## src/rtl/ram_arbiter_ctrl.sv

```systemverilog
// Two-port round-robin front end for a single-port sync RAM.
// Sequences direct and pointer-indirect accesses.
module ram_arbiter_ctrl #(
  parameter int ADDR_WIDTH = 12,
  parameter int DATA_WIDTH = 8
) (
  input  logic                  clk,
  input  logic                  rst,
  input  logic                  req0,
  input  logic                  we0,
  input  logic                  ind0,
  input  logic [ADDR_WIDTH-1:0] addr0,
  input  logic [DATA_WIDTH-1:0] wdata0,
  output logic                  ack0,
  output logic [DATA_WIDTH-1:0] rdata0,
  input  logic                  req1,
  input  logic                  we1,
  input  logic                  ind1,
  input  logic [ADDR_WIDTH-1:0] addr1,
  input  logic [DATA_WIDTH-1:0] wdata1,
  output logic                  ack1,
  output logic [DATA_WIDTH-1:0] rdata1,
  output logic [ADDR_WIDTH-1:0] ram_addr,
  output logic [DATA_WIDTH-1:0] ram_wdata,
  input  logic [DATA_WIDTH-1:0] ram_din,
  output logic                  ram_cs,
  output logic                  ram_we,
  output logic                  ram_oe,
  output logic                  busy
);

  localparam int HW = ADDR_WIDTH - DATA_WIDTH;

  typedef enum logic [2:0] {
    IDLE, PTR_LO, PTR_HI, ACC, DONE
  } state_t;

  state_t                 state;
  logic                   last_grant;
  logic                   gid;
  logic                   l_we;
  logic                   l_ind;
  logic [ADDR_WIDTH-1:0]  l_addr;
  logic [DATA_WIDTH-1:0]  l_wdata;
  logic [DATA_WIDTH-1:0]  ptr_lo;
  logic [HW-1:0]          ptr_hi;
  logic                   gnt1;
  logic                   sel_we;
  logic                   sel_ind;
  logic [ADDR_WIDTH-1:0]  sel_addr;
  logic [DATA_WIDTH-1:0]  sel_wdata;

  // port 1 wins alone, or on a tie when port 0 went last
  assign gnt1      = req1 & (~req0 | ~last_grant);
  assign sel_we    = gnt1 ? we1    : we0;
  assign sel_ind   = gnt1 ? ind1   : ind0;
  assign sel_addr  = gnt1 ? addr1  : addr0;
  assign sel_wdata = gnt1 ? wdata1 : wdata0;
  assign busy      = (state != IDLE);

  always_ff @(posedge clk) begin
    if (rst) begin
      state      <= IDLE;
      last_grant <= 1'b1;
      gid        <= 1'b0;
      l_we       <= 1'b0;
      l_ind      <= 1'b0;
      l_addr     <= '0;
      l_wdata    <= '0;
      ptr_lo     <= '0;
      ptr_hi     <= '0;
      ack0       <= 1'b0;
      ack1       <= 1'b0;
      rdata0     <= '0;
      rdata1     <= '0;
    end else begin
      ack0 <= 1'b0;
      ack1 <= 1'b0;
      unique case (state)
        IDLE: begin
          if (req0 | req1) begin
            gid        <= gnt1;
            last_grant <= gnt1;
            l_we       <= sel_we;
            l_ind      <= sel_ind;
            l_addr     <= sel_addr;
            l_wdata    <= sel_wdata;
            state      <= sel_ind ? PTR_LO : ACC;
          end
        end
        PTR_LO: begin
          ptr_lo <= ram_din;
          state  <= PTR_HI;
        end
        PTR_HI: begin
          ptr_hi <= ram_din[HW-1:0];
          state  <= ACC;
        end
        ACC: begin
          if (!l_we) begin
            if (gid) rdata1 <= ram_din;
            else     rdata0 <= ram_din;
          end
          ack0  <= ~gid;
          ack1  <= gid;
          state <= DONE;
        end
        DONE:    state <= IDLE;
        default: state <= IDLE;
      endcase
    end
  end

  // RAM side depends only on registered state and latched request
  always_comb begin
    ram_addr  = '0;
    ram_wdata = '0;
    ram_cs    = 1'b0;
    ram_we    = 1'b0;
    ram_oe    = 1'b0;
    unique case (state)
      PTR_LO: begin
        ram_addr = l_addr;
        ram_cs   = 1'b1;
        ram_oe   = 1'b1;
      end
      PTR_HI: begin
        ram_addr = l_addr + {{(ADDR_WIDTH-1){1'b0}}, 1'b1};
        ram_cs   = 1'b1;
        ram_oe   = 1'b1;
      end
      ACC: begin
        ram_addr  = l_ind ? {ptr_hi, ptr_lo} : l_addr;
        ram_cs    = 1'b1;
        ram_we    = l_we;
        ram_oe    = ~l_we;
        ram_wdata = l_we ? l_wdata : '0;
      end
      default: ;
    endcase
  end

endmodule

```

## config.mk

```make
export PLATFORM = sky130hd
export DESIGN_NAME = ram_arbiter_ctrl
export DESIGN_NICKNAME = d
export VERILOG_FILES = /design/src/rtl/ram_arbiter_ctrl.sv
export SDC_FILE = /design/constraint.sdc
export NUM_CORES = 1
export LEC_CHECK = 0
export CORE_MARGIN = 3
export CORE_UTILIZATION = 61
export DETAILED_ROUTE_END_ITERATION = 10
export DONT_BUFFER_PORTS = 1
export HOLD_SLACK_MARGIN = 0.12
export MAX_ROUTING_LAYER = met4
export PLACE_DENSITY = 0.8
export SLEW_MARGIN = 20
export SYNTH_ARGS = -nofsm -noshare
export SYNTH_HDL_FRONTEND = slang
export SYNTH_SLANG_ARGS = --single-unit
```

## constraint.sdc

```tcl
create_clock -name clk -period 2 [get_ports clk]
set_input_delay 0.2 -clock clk [delete_from_list [all_inputs] [get_ports clk]]
set_output_delay 0.2 -clock clk [all_outputs]
set_load 0.005 [all_outputs]
```

==> qor.yml <==
drt:
  wire_per_inst_um: 17.9
  via_per_inst: 6.17
  drt_pass1_iterations: 4
  drt_iter0_drc: 280
  vias: 2460
  drc: 0
  routed_wl_mm: 7.16
  ant_nets: 0
cts:
  numCtsBuffers: 9
  clock_sinks: 57
  insertion_delay_ns: 0.35
  clk_path_buf_depth: 2
  clk_pin_slew_ns: 0.07
  h-tree-depth: 3
  cts_tree: "built"
  postCtsSetupBuffers: 0
  cts_root_buffer: "clkbuf_8"
power_and_ir_drop:
  netSwitchingFraction: 0.287
  totalPowerFinal_uw: 3280
  pwr-share-comb: 0.185
  p_int_uw: 2340
  p_per_area_nw_per_um2: 958
  ir_worst_vdd_mv: 0.616
  power.switching_uw: 942
  p_seq_frac: 0.412
  static-leakage-power_uw: 0.00135
  clkPwrFrac: 0.403
timing:
  setup_viol: 0
  hold_viol_final: 0
  period_share: 0.971
  fmaxAchievable_mhz: 515
  finalCriticalPeriod_ns: 1.94
  setup_tns_ns: 0
  slew_violations: 0
  skew_ns: 0.00881
  slew_headroom: 0.621
  tightest_slew_ns: 0.565
  setup_slack_ns: 0.0575
global_route:
  grt_pass1_vias: 2162
  overflow: 0
  grt_antenna_before_repair: 0
  grt_pass1_wl_mm: 10.6
  grt_start_max_net_pins: 57
  gr-usage-met1: 0.344
  busiest_layer: "met2"
  use_met3: 0.0838
  track_usage: 0.263
  gr-usage-met2: 0.386
cells_and_area:
  fillers: 284
  nNetsFinal: 399
  antennaDiodeCount: 0
  final_area_um2: 3430
  drive_gt1_frac: 0.176
  layout.cells.non_filler: 399
  syn2layout_area_growth_pct: 19.6
worst_setup_path:
  critPathKind: "flip-flop to output pin"
  cp-endpoint: "ram_addr[8]"
  path_cells: "or3b_2 -> buf_4 -> o22ai_1"
  cp-startpoint: "state[0]"
  reg2reg_slack_ns: 0.16
  r2r_end: "l_wdata[4]"
  worst_r2r_path_depth: 5
  crit_path_start_kind: "flip-flop"
  cp-end-kind: "output pin"
  cp_max_fo: 15
  slowest_stage: "or3b_2"
  cpPeakStageDelay_ns: 0.54
  critPathRequiredTime_ns: 1.80
  cp.arrival_ns: 1.74
  reg2reg_from: "last_grant"
min_path:
  hold_class: "input pin to flip-flop"
  holdPathStages: 2
synth:
  synth_edf_count: 0
  syn_area_um2: 2870
  ys_async_sr_fraction: 0
  syn_inst: 321
  synthDominantCellAreaShare: 0.398
  synth.distinct_cells: 38
  yosys-top-cells-area: "dfxtp_1 (40%), mux2i_1 (14%), a211oi_2 (7.4%), nor2_1 (6.0%), nand2_1 (4.2%)"
  yosys.area.top_type: "dfxtp_1"
  synth-main-ff-cell: "dfxtp_1"
  synth_nets: 378
  syn_avg_cell_area_um2: 8.93
  synth_seq_area_share: 0.398
  yosysWarnings: 0
  synth.ff_latch_count: 57
floorplan:
  die_h_um: 74.6
  die_area_um2: 5560
  die_x_um: 74.6
  start_util: 0.645
  placementRows: 24
  core_um2: 4440
  ios: 98
placement:
  hpwl_mm: 4.55
  pre_cts_ws_ns: 0.242
  gp_congestion: 0.856
  post_dp_cell_area_um2: 2900
  port-buffer-count: 0
  dp_cells: 360
flow_run:
  drv_cap: 0
outcome:
  status: "finished clean"
-- worst max-delay path: cells and delay by family (launching register included) --
kind,cells,cell delay (ns)
flip-flops,1,0.40
AND/OR/NAND/NOR,1,0.54
buffers and inverters,1,0.20
AO/OA/AOI/OAI,1,0.24
-- Yosys cell counts, types with 2 or more instances --
master,n
a211oi_1,5
a211oi_2,17
a21oi_1,19
a31oi_1,2
and2_1,10
buf_2,6
buf_4,4
buf_6,3
clkbuf_1,10
dfxtp_1,57
inv_1,4
mux2i_1,41
nand2_1,32
nand2b_1,2
nand3_1,7
nor2_1,46
nor2b_1,2
nor3_1,5
nor4_1,2
o21ai_0,16
o22ai_1,6
o311ai_1,2
or3b_1,2
xnor2_1,7
-- metrics by stage --
stage / util / hold slack (ns)
6_report: 0.771 / 0.116
2_1_floorplan: - / 0.336
3_5_place_dp: 0.652 / 0.272
5_1_grt: 0.771 / 0.130
4_1_cts: 0.761 / 0.121
3_3_place_gp: 0.652 / 0.271
-- cells in the final DEF, fill, tap and decap left out, drive strengths merged, types with 2 or more instances in the layout --
cell         count
a21oi           19
dfxtp           57
xnor2            7
bufinv           3
buf             11
and2            10
or3b             3
or3              2
clkbuf           9
dlygate4sd3     21
o21ai           16
nor4             2
o311ai           3
nand3            7
nor2            47
a211oi          22
clkinvlp         2
clkinv           2
inv              4
a31oi            2
o22ai            6
nand2b           2
mux2i           41
nand2           32
nor2b            2
nor3             6
-- metal layers --
| metal | vias up | routed length (µm) |
|---|---|---|
| met5 | - | 0 |
| met1 | 1159 | 2960 |
| met2 | 105 | 3510 |
| li1 | 1179 | - |
| met4 | 0 | 146 |
| met3 | 17 | 538 |
-- state kept, by name, summed over array words and instances, names as in the netlist --
register / cells
ack1: 1
l_ind: 1
ptr_hi: 4
gid: 1
l_addr: 12
rdata0: 8
l_we: 1
ack0: 1
last_grant: 1
rdata1: 8
l_wdata: 8
ptr_lo: 8
state: 3
-- power groups by stage --
stage	combinational [µW]	clock, µW	sequential, µW
after detailed placement	515	0	1370
after global routing	669	1390	1370
after floorplan	470	0	1320
final	607	1320	1350
after CTS	592	1330	1340
after global placement	500	0	1360
-- cell type report --
cell class,instances,area (µm²),share of cell area
multi-input combinational,238,1630,0.474
sequential,57,1150,0.336
timing repair buffer,32,329,0.0960
clock buffer,9,124,0.0361
clock inverter,7,119,0.0347
tap,52,65.1,0.0190
inverter,4,15.0,0.00438
-- worst min path at each step --
stage | startpoint | to | slack, ns
floorplan | ram_din[0] | rdata0[0] | 0.34
CTS | addr0[3] | l_addr[3] | 0.12
finish | addr0[3] | l_addr[3] | 0.12
global placement | rst | l_wdata[5] | 0.27
global route | wdata0[6] | l_wdata[6] | 0.13
detailed placement | rst | l_wdata[6] | 0.27
-- kinds of logic (layout without fill, tap and decap cells) --
family          after synthesis  count (layout)  synth area share
compound gates               72              72             0.186
xor+xnor                      7               7            0.0214
fa+ha+maj                     1               1           0.00436
buf+inv                      27              52            0.0511
flops                        57              57             0.398
mux                          41              41             0.143
simple gates                116             117             0.196
-- repair_timing --
action,in CTS,in global routing
endpoints found under the setup margin,4,12
hold buffers,22,0
cloned,0,1
gates resized for setup,1,12
endpoints found under the hold margin,57,0
pin swaps,0,1
Note: power is estimated with default switching activity, not from simulation.
